--- src/rtl/cordic_pkg.sv ---
// cordic_pkg: shared constants and atan table for the CORDIC rotator
//   GUARD_BITS                    : extra MSBs carried through the datapath
//   quarter_turn/three_quarter_turn: +90 / -90 degree phase steps (0x4000 / 0xC000 at 16 bits)
//   atan_angle(i, zwidth)         : round(atan(2^-i) * 2^zwidth / 2pi)
package cordic_pkg;
  localparam int GUARD_BITS = 2;
  // atan(2^-i) scaled to a 2^32 full circle; narrowed with rounding below
  localparam logic [31:0] ATAN32 [16] = '{
    32'd536870912, 32'd316933406, 32'd167458907, 32'd85004756,
    32'd42667331,  32'd21354465,  32'd10679838,  32'd5340245,
    32'd2670163,   32'd1335087,   32'd667544,    32'd333772,
    32'd166886,    32'd83443,     32'd41722,     32'd20861
  };
  function automatic logic [31:0] atan_angle(input int i, input int zwidth);
    return (ATAN32[i] + (32'd1 << (31 - zwidth))) >> (32 - zwidth);
  endfunction
  function automatic logic [31:0] quarter_turn(input int zwidth);
    return 32'd1 << (zwidth - 2);
  endfunction
  function automatic logic [31:0] three_quarter_turn(input int zwidth);
    return 32'd3 << (zwidth - 2);
  endfunction
endpackage

--- src/rtl/cordic_stage.sv ---
// cordic_stage: one registered CORDIC micro-rotation by +/-atan(2^-SHIFT)
//   clock, reset (sync, active-high), enable (hold when low)
//   xi/yi/zi : previous-stage vector and residual phase
//   xo/yo/zo : rotated vector and updated residual phase
module cordic_stage
  import cordic_pkg::*;
#(
  parameter int IW = 18,
  parameter int ZWIDTH = 16,
  parameter int SHIFT = 0
) (
  input  logic                     clock,
  input  logic                     reset,
  input  logic                     enable,
  input  logic signed [IW-1:0]     xi,
  input  logic signed [IW-1:0]     yi,
  input  logic        [ZWIDTH-1:0] zi,
  output logic signed [IW-1:0]     xo,
  output logic signed [IW-1:0]     yo,
  output logic        [ZWIDTH-1:0] zo
);
  localparam logic [ZWIDTH-1:0] ANGLE = ZWIDTH'(atan_angle(SHIFT, ZWIDTH));
  // negative residual phase rotates clockwise, otherwise counter-clockwise
  always_ff @(posedge clock)
    if (reset) begin
      xo <= '0;
      yo <= '0;
      zo <= '0;
    end else if (enable) begin
      xo <= zi[ZWIDTH-1] ? xi + (yi >>> SHIFT) : xi - (yi >>> SHIFT);
      yo <= zi[ZWIDTH-1] ? yi - (xi >>> SHIFT) : yi + (xi >>> SHIFT);
      zo <= zi[ZWIDTH-1] ? zi + ANGLE : zi - ANGLE;
    end
endmodule

--- src/rtl/cordic_rotator.sv ---
// cordic_rotator: pipelined CORDIC rotator, (xo,yo) = 0.8234 * rot(zi) * (xi,yi)
//   clock, reset (sync, active-high, clears the pipeline), enable (advance)
//   xi/yi : signed input vector      zi : rotation phase, 2^ZWIDTH = full circle
//   xo/yo : rotated vector           zo : residual phase (debug)
//   latency STAGES+1 enabled edges, one sample per enabled cycle
//   CORDIC_PHASE_OFFSET_REG_EN: adds a settings-bus phase-offset register at
//   OFFSET_ADDR (serial_addr/serial_data/serial_strobe) added to zi
module cordic_rotator
  import cordic_pkg::*;
#(
  parameter int WIDTH = 16,
  parameter int ZWIDTH = 16,
  parameter int STAGES = 12
`ifdef CORDIC_PHASE_OFFSET_REG_EN
  ,
  parameter int OFFSET_ADDR = 0
`endif
) (
  input  logic                     clock,
  input  logic                     reset,
  input  logic                     enable,
  input  logic signed [WIDTH-1:0]  xi,
  input  logic signed [WIDTH-1:0]  yi,
  input  logic        [ZWIDTH-1:0] zi,
  output logic signed [WIDTH-1:0]  xo,
  output logic signed [WIDTH-1:0]  yo,
  output logic        [ZWIDTH-1:0] zo
`ifdef CORDIC_PHASE_OFFSET_REG_EN
  ,
  input  logic        [6:0]        serial_addr,
  input  logic        [31:0]       serial_data,
  input  logic                     serial_strobe
`endif
);
  localparam int IW = WIDTH + GUARD_BITS;
  localparam logic [ZWIDTH-1:0] Q_P = ZWIDTH'(quarter_turn(ZWIDTH));
  localparam logic [ZWIDTH-1:0] Q_M = ZWIDTH'(three_quarter_turn(ZWIDTH));
  logic        [ZWIDTH-1:0] z_adj;
  logic signed [IW-1:0]     x_ext, y_ext, x0, y0;
  logic        [ZWIDTH-1:0] z0;
  logic        [1:0]        quad;
  logic signed [IW-1:0]     xs [STAGES+1];
  logic signed [IW-1:0]     ys [STAGES+1];
  logic        [ZWIDTH-1:0] zs [STAGES+1];
  logic                     unused_guard;
`ifdef CORDIC_PHASE_OFFSET_REG_EN
  // power-up value only; deliberately survives reset
  logic [ZWIDTH-1:0] phase_offset = '0;
  logic              unused_serial;
  always_ff @(posedge clock)
    if (serial_strobe && serial_addr == 7'(OFFSET_ADDR))
      phase_offset <= serial_data[31:32-ZWIDTH];
  assign unused_serial = ^serial_data[31-ZWIDTH:0];
  assign z_adj = zi + phase_offset;
`else
  assign z_adj = zi;
`endif
  assign x_ext = {{GUARD_BITS{xi[WIDTH-1]}}, xi};
  assign y_ext = {{GUARD_BITS{yi[WIDTH-1]}}, yi};
  assign quad  = z_adj[ZWIDTH-1:ZWIDTH-2];
  // coarse +/-90 degree pre-rotation brings the phase into +/-90 where the stages converge
  always_ff @(posedge clock)
    if (reset) begin
      x0 <= '0;
      y0 <= '0;
      z0 <= '0;
    end else if (enable) begin
      x0 <= quad == 2'b01 ? -y_ext : quad == 2'b10 ? y_ext : x_ext;
      y0 <= quad == 2'b01 ? x_ext : quad == 2'b10 ? -x_ext : y_ext;
      z0 <= quad == 2'b01 ? z_adj + Q_M : quad == 2'b10 ? z_adj + Q_P : z_adj;
    end
  assign xs[0] = x0;
  assign ys[0] = y0;
  assign zs[0] = z0;
  for (genvar i = 0; i < STAGES; i++) begin : g_stage
    cordic_stage #(.IW(IW), .ZWIDTH(ZWIDTH), .SHIFT(i)) u_stage (
      .clock  (clock),
      .reset  (reset),
      .enable (enable),
      .xi     (xs[i]),
      .yi     (ys[i]),
      .zi     (zs[i]),
      .xo     (xs[i+1]),
      .yo     (ys[i+1]),
      .zo     (zs[i+1])
    );
  end
  // drop the top guard bit and the LSB: halves the CORDIC gain
  assign xo = xs[STAGES][WIDTH:1];
  assign yo = ys[STAGES][WIDTH:1];
  assign zo = zs[STAGES];
  assign unused_guard = ^{xs[STAGES][IW-1], xs[STAGES][0], ys[STAGES][IW-1], ys[STAGES][0]};
endmodule

--- config.mk ---
export PLATFORM = sky130hd
export DESIGN_NAME = cordic_rotator
export DESIGN_NICKNAME = d
export VERILOG_FILES = /design/src/rtl/cordic_pkg.sv /design/src/rtl/cordic_stage.sv /design/src/rtl/cordic_rotator.sv
export SDC_FILE = /design/constraint.sdc
export NUM_CORES = 2
export LEC_CHECK = 0
export ABC_AREA = 1
export BUFFER_PORTS_ARGS = -buffer_cell sky130_fd_sc_hd__buf_2
export CAP_MARGIN = 30
export CORE_UTILIZATION = 50
export CTS_CLUSTER_SIZE = 30
export DETAILED_ROUTE_END_ITERATION = 16
export GPL_TIMING_DRIVEN = 0
export PLACE_DENSITY = 0.69
export SYNTH_ARGS = -nofsm -noshare
export SYNTH_HDL_FRONTEND = slang
export SYNTH_SLANG_ARGS = --single-unit
--- constraint.sdc ---
create_clock -name clock -period 2.7 [get_ports clock]
set_input_delay 0.27 -clock clock [delete_from_list [all_inputs] [get_ports clock]]
set_output_delay 0.27 -clock clock [all_outputs]
set_load 0.01 [all_outputs]
# [After elaboration in Yosys (flattened, before gate mapping)]
# Index checks and enable logic that the tools add are counted.
[classes] addsub=75 mux=42 n_eq_ne=2
[op_table] op="two-way mux 18 bit" n=26
[op_table] op="two-way mux 16 bit" n=14
[op_table] op="adder 18 x 10 -> 18 bit" n=2
[op_table] op="adder 18 x 11 -> 18 bit" n=2
[op_table] op="adder 18 x 12 -> 18 bit" n=2
[op_table] op="adder 18 x 13 -> 18 bit" n=2
[op_table] op="adder 18 x 14 -> 18 bit" n=2
[op_table] op="adder 18 x 15 -> 18 bit" n=2
[op_table] op="adder 18 x 16 -> 18 bit" n=2
[op_table] op="adder 18 x 17 -> 18 bit" n=2
[op_table] op="adder 18 x 8 -> 18 bit" n=2
[op_table] op="adder 18 x 9 -> 18 bit" n=2
[op_table] op="negator 16 -> 18 bit" n=2
[op_table] op="subtractor 18 x 10 -> 18 bit" n=2
[op_table] op="subtractor 18 x 11 -> 18 bit" n=2
[op_table] op="subtractor 18 x 12 -> 18 bit" n=2
[op_table] op="subtractor 18 x 13 -> 18 bit" n=2
[op_table] op="subtractor 18 x 14 -> 18 bit" n=2
[op_table] op="subtractor 18 x 15 -> 18 bit" n=2
[op_table] op="subtractor 18 x 16 -> 18 bit" n=2
[op_table] op="subtractor 18 x 17 -> 18 bit" n=2
[op_table] op="subtractor 18 bit" n=2
[op_table] op="subtractor 18 x 8 -> 18 bit" n=2
[op_table] op="subtractor 18 x 9 -> 18 bit" n=2
[op_table] op="32 further kinds" n=35
[totals] in_bits=51 word_cells=158 out_inout_bits=48 ff_bits=674

# [Depth between registers and ports, before layout]
[depth] word_depth=3 depth_mapped=23 mapped_depth_nobuf=23

# [Modules after synthesis]
# Synthesis repeated with hierarchy kept, for this count alone.
[hier_totals] hier_cells=10839 hier_area_um2=65708.0
[modules_own_cells] module="cordic_stage at g_stage[3].u_stage" area_each_um2=5422.7 seq_area_each_um2=1041.0 cells_per_inst=908 n_inst=1
[modules_own_cells] module="cordic_stage at g_stage[4].u_stage" area_each_um2=5318.9 seq_area_each_um2=1041.0 cells_per_inst=874 n_inst=1
[modules_own_cells] module="cordic_stage at g_stage[2].u_stage" area_each_um2=5313.8 seq_area_each_um2=1041.0 cells_per_inst=871 n_inst=1
[modules_own_cells] module="cordic_stage at g_stage[7].u_stage" area_each_um2=5298.8 seq_area_each_um2=1041.0 cells_per_inst=885 n_inst=1
[modules_own_cells] module="cordic_stage at g_stage[1].u_stage" area_each_um2=5297.6 seq_area_each_um2=1041.0 cells_per_inst=865 n_inst=1
[modules_own_cells] module="cordic_stage at g_stage[5].u_stage" area_each_um2=5252.5 seq_area_each_um2=1041.0 cells_per_inst=853 n_inst=1
[modules_own_cells] module="cordic_stage at g_stage[6].u_stage" area_each_um2=5215.0 seq_area_each_um2=1041.0 cells_per_inst=874 n_inst=1
[modules_own_cells] module="cordic_stage at g_stage[10].u_stage" area_each_um2=5168.7 seq_area_each_um2=1041.0 cells_per_inst=867 n_inst=1
[modules_own_cells] module="cordic_stage at g_stage[11].u_stage" area_each_um2=5098.6 seq_area_each_um2=1041.0 cells_per_inst=858 n_inst=1
[modules_own_cells] module="cordic_stage at g_stage[8].u_stage" area_each_um2=5092.4 seq_area_each_um2=1041.0 cells_per_inst=853 n_inst=1
[modules_own_cells] module="cordic_stage at g_stage[0].u_stage" area_each_um2=5067.4 seq_area_each_um2=1021.0 cells_per_inst=835 n_inst=1
[modules_own_cells] module="cordic_stage at g_stage[9].u_stage" area_each_um2=5039.8 seq_area_each_um2=1041.0 cells_per_inst=825 n_inst=1
[modules_own_cells] module="cordic_rotator" area_each_um2=3121.7 seq_area_each_um2=1041.0 cells_per_inst=471 n_inst=1

# [Least setup slack after synthesis]
# Ideal clock, no wire load.
[synth_timing] path_type="register -> register" from="reg g_stage[9].u_stage.yo[10]" to="reg g_stage[10].u_stage.xo[17]" path_slack_ns=-0.167 path_buffers=0 stages_incl_launch_ff=24 setup_time_ns=0.109 synth_period_minus_slack_ns=2.867 t_arrival_ns=2.758 t_required_ns=2.591 path_cell_list="dfxtp_1 inv_1 ha_1 nand3_1 nor3_1 inv_1 nor3_1 inv_1 ha_1 nand2_1 nand2_1 inv_1 ha_1 inv_1 o21ai_0 o21bai_1 a21oi_1 o21ai_0 nand2_1 nand2_1 nand2_1 nand3_1 nand2_1 inv_1"
[synth_between] elab_chain_len=2 word_cells_on_any_way=3 cone_classes="2 x add/sub; 1 x mux"
[synth_lines] item="from (decl)" line="cordic_stage.sv:19" source="output logic signed [IW-1:0] yo,"
[synth_lines] item="from (signal assigned)" line="cordic_stage.sv:31" source="yo <= zi[ZWIDTH-1] ? yi - (xi >>> SHIFT) : yi + (xi >>> SHIFT);"
[synth_lines] item="subtractor 18 x 8 -> 18 bit / adder 18 x 8 -> 18 bit (equally long branches)" line="cordic_stage.sv:30" source="xo <= zi[ZWIDTH-1] ? xi + (yi >>> SHIFT) : xi - (yi >>> SHIFT);"
[synth_lines] item="two-way mux 18 bit *" line="cordic_stage.sv:30"
[synth_lines] item="to (signal assigned)" line="cordic_stage.sv:30"
[synth_lines] item="to (decl)" line="cordic_stage.sv:18" source="output logic signed [IW-1:0] xo,"
# Mark *: on every way between the ends. The rest lies on a longest branch, timed or not.
# A chain may end at the register's enable or synchronous reset.

# [Final worst setup path]
[layout_timing] from="reg g_stage[5].u_stage.yo[6]" to="reg g_stage[6].u_stage.xo[17]"
[layout_between] elab_chain_len=2 word_cells_on_any_way=3 cone_classes="2 x add/sub; 1 x mux"
[layout_lines] item="from (decl)" line="cordic_stage.sv:19"
[layout_lines] item="from (signal assigned)" line="cordic_stage.sv:31"
[layout_lines] item="subtractor 18 x 12 -> 18 bit / adder 18 x 12 -> 18 bit (equally long branches)" line="cordic_stage.sv:30"
[layout_lines] item="two-way mux 18 bit *" line="cordic_stage.sv:30"
[layout_lines] item="to (signal assigned)" line="cordic_stage.sv:30"
[layout_lines] item="to (decl)" line="cordic_stage.sv:18"
# Marks and branches as above.

==> flow_metrics.py <==
metrics = {
    "setup_path": {
        "max_stage_delay_ns": 0.36,
        "end_kind": "flip-flop",
        "crit_path_start_kind": "flip-flop",
        "crit_top_cell": "nand3_1",
        "rr_startpoint": "g_stage[5].u_stage.yo[6]",
        "critPathSlowestCell": "ha_1",
        "regToRegEndpoint": "g_stage[6].u_stage.xo[17]",
        "r2r_setup_slack_ns": -0.47,
        "crit_chain": "buf_6 > nor3_4 > nand3_4 > buf_6 > nor2_4 > nand3_1 > nand2_2 > inv_1 > ha_1 > nand2_1 > inv_1 > nand3_1 > nor3_1 > nand2_1 > nand3_1 > nand3_1 > nand2_1 > inv_1",
        "r2r_cells": 18,
        "worstPathMaxFanout": 4,
        "critPathArrivalTime_ns": 3.75,
        "crit_type": "flip-flop to flip-flop",
        "required_ns": 3.29,
    },
    "power": {
        "ir_drop_uv": 1340,
        "powerDensity_nw_per_um2": 1400,
        "power_leakage_nw": 40.4,
        "finalPower_mw": 113,
    },
    "yosys": {
        "synth.distinct_cells": 62,
        "syn-num-nets": 10400,
        "synthFlopType": "dfxtp_1",
        "ys_seq_area_share_pct": 21.8,
        "synth_edf_count": 0,
        "yosysMostFrequentCell": "nand2_1",
        "netlist_instances": 9726,
        "synth_area_leaders": "dfxtp_1 (22%), ha_1 (12%), nand2_1 (10%)",
        "syn_area_um2": 61500,
        "ys_ff_latch": 671,
        "netlist.area_leader.share_pct": 21.8,
        "avgSynthCellArea_um2": 6.33,
        "yosysWarnings": 0,
        "synth_top_area_cell": "dfxtp_1",
        "synth_common_cells": "nand2_1 (1674), inv_1 (1562), nor2_1 (1211)",
        "async_flop_share_pct": 0,
    },
    "grt": {
        "grt_pass1_wl_mm": 380,
        "antenna_found_initial": 15,
        "grt-ovfl-total": 0,
        "grt.total_usage_pct": 39.5,
        "grt_max_degree": 24,
        "grt_pass1_vias": 64600,
    },
    "sta": {
        "worst_pin_slew_ns": 1.14,
        "period_needed_ns": 3.17,
        "period_share_pct": 117,
        "slew_headroom_pct": 24.0,
        "hold_viol_final": 0,
        "fin_ws_ns": -0.466,
        "maxSlewViolCount": 0,
        "grt_setup_unrepaired": "true",
        "fmax_mhz": 316,
        "setup_viol": 90,
        "fin_worst_skew_ns": 0.0349,
    },
    "route": {
        "vias_per_cell": 5.77,
        "wl_per_cell_um": 22.0,
        "wirelength_mm": 268,
        "drt_iter0_markers": 6623,
        "drtPass1Iterations": 8,
        "drc_errors": 0,
        "postRouteAntennaNets": 0,
        "routed-via-count": 70100,
    },
    "status": {
        "status": "finished with violations",
        "violations": "negative setup slack",
    },
    "hold_path": {
        "whs_path_depth": 4,
        "hold_class": "primary input to flip-flop",
        "holdPathEnd": "x0[8]",
        "hp-start": "yi[8]",
    },
    "placement": {
        "placed_cells": 11500,
        "dpl.hpwl_mm": 200,
        "io_buffers": 97,
        "place.gp.congestion": 1.01,
    },
    "run": {
        "maxCapViolations": 0,
    },
    "clock_tree": {
        "htree_levels": 3,
        "clock_path_buffers": 3,
        "cts_tree": "yes",
        "ctsRootBufferMaster": "clkbuf_16",
        "numCtsBuffers": 83,
        "path_clk_slew_ns": 0.07,
        "clock_sinks": 671,
        "clock_insertion_delay_worst_skew_ns": 0.71,
    },
    "floorplanning": {
        "die_width_um": 353,
        "initial_utilization_pct": 50.5,
        "placementRows": 128,
        "design.core.area_um2": 122000,
        "dieArea_um2": 124000,
        "die_h_um": 353,
        "ios": 99,
    },
    "cells_and_area": {
        "nets": 11100,
        "layoutNonFillerInstCount": 12100,
        "n_fill_cell": 10600,
        "syn2layout_area_growth_pct": 31.3,
        "layout-drive-gt1-share_pct": 25.2,
    },
}
-- kinds of logic after synthesis --
group	after synthesis	synth area share, %
simple gates	3802	25.8
flops	671	21.8
fa+ha+maj	645	13.6
buf+inv	1868	11.7
xor+xnor	514	7.33
compound gates	2226	19.8
-- layout by cell type, fill, tap and decap left out, types with 167 or more instances in the layout --
cell / instances
o21ai_0: 599
nand2_2: 238
a21oi_2: 192
ha_1: 432
nor2_1: 1092
buf_2: 177
nand2_1: 1390
inv_1: 1359
buf_4: 420
o21ai_1: 167
a21oi_1: 699
nand3_1: 396
dfxtp_1: 567
xor2_1: 361
-- what timing repair did --
item / in CTS / in global routing
buffers inserted: 239 / 249
pin swaps: 454 / 790
hold buffers: 34 / 0
endpoints found under the setup margin: 405 / 263
resized for setup: 1123 / 1426
endpoints found under the hold margin: 33 / 0
cloned: 1 / 1
-- stage by stage --
step	setup slack (ns)	setup TNS [ns]	utilization, %	hold WS [ns]	area, µm²
final	-0.466	-11.17	66.3	0.0329	80800
after global routing	-0.584	-28.81	66.3	0.0379	80800
after CTS	-0.302	-8.11	60.4	0.000373	73600
after detailed placement	-1.10	-167.42	53.0	0.472	64500
after global placement	-1.77	-210.47	52.6	0.458	64100
after floorplan	-0.0773	-0.0817	-	0.405	61600
-- worst max-delay path, delay by kind of cell, from the launching register on --
family | cells | cell delay (ns)
DFF | 1 | 0.35
and+or+nand+nor | 12 | 1.87
adders and majority gates | 1 | 0.36
buffers and inverters | 5 | 0.48
-- metal layers --
layer  vias to the layer above  track usage [%]  wire length (µm)
met5                         -                0                30
met4                         6             19.1             16500
met3                       777             6.52             21600
met2                      3026             65.4            122000
met1                     33200             49.8            108000
li1                      33100                -                 -
-- state kept, by name, indices dropped and copies added (netlist names) --
| name | flops |
|---|---|
| g_stage.u_stage.xo | 214 |
| g_stage.u_stage.yo | 213 |
| g_stage.u_stage.zo | 192 |
| x0 | 18 |
| y0 | 18 |
| z0 | 16 |
-- final cells by class --
| class | count | area, µm² | share of cell area (%) |
|---|---|---|---|
| buffer | 289 | 1540 | 1.90 |
| antenna | 6 | 15.0 | 0.0186 |
| inverter | 1578 | 6120 | 7.57 |
| clock buffer | 112 | 2380 | 2.94 |
| tap | 1625 | 2030 | 2.52 |
| timing repair buffer | 639 | 5180 | 6.41 |
| sequential | 671 | 13700 | 16.9 |
| multi-input combinational | 7187 | 49300 | 61.1 |
| clock inverter | 42 | 507 | 0.627 |
-- where the power goes --
part / total, mW / leakage, nW / internal (mW) / switching, mW
combinational: 84.8 / 33.3 / 33.8 / 51.0
sequential: 16.1 / 5.62 / 12.7 / 3.45
clock: 12.1 / 1.41 / 7.09 / 5.06
-- worst max-delay path by stage --
stage	slack, ns	start	endpoint	cells past startpoint
floorplan	-0.08	g_stage[9].u_stage.yo[11]	g_stage[10].u_stage.xo[17]	21
CTS	-0.30	g_stage[0].u_stage.xo[2]	g_stage[1].u_stage.yo[17]	19
detailed placement	-1.10	g_stage[5].u_stage.zo[15]	g_stage[6].u_stage.xo[17]	14
finish	-0.47	g_stage[5].u_stage.yo[6]	g_stage[6].u_stage.xo[17]	18
global placement	-1.77	g_stage[2].u_stage.zo[15]	g_stage[3].u_stage.zo[13]	10
global route	-0.58	g_stage[5].u_stage.yo[6]	g_stage[6].u_stage.xo[17]	18
Power figures use the tool's default switching activity.
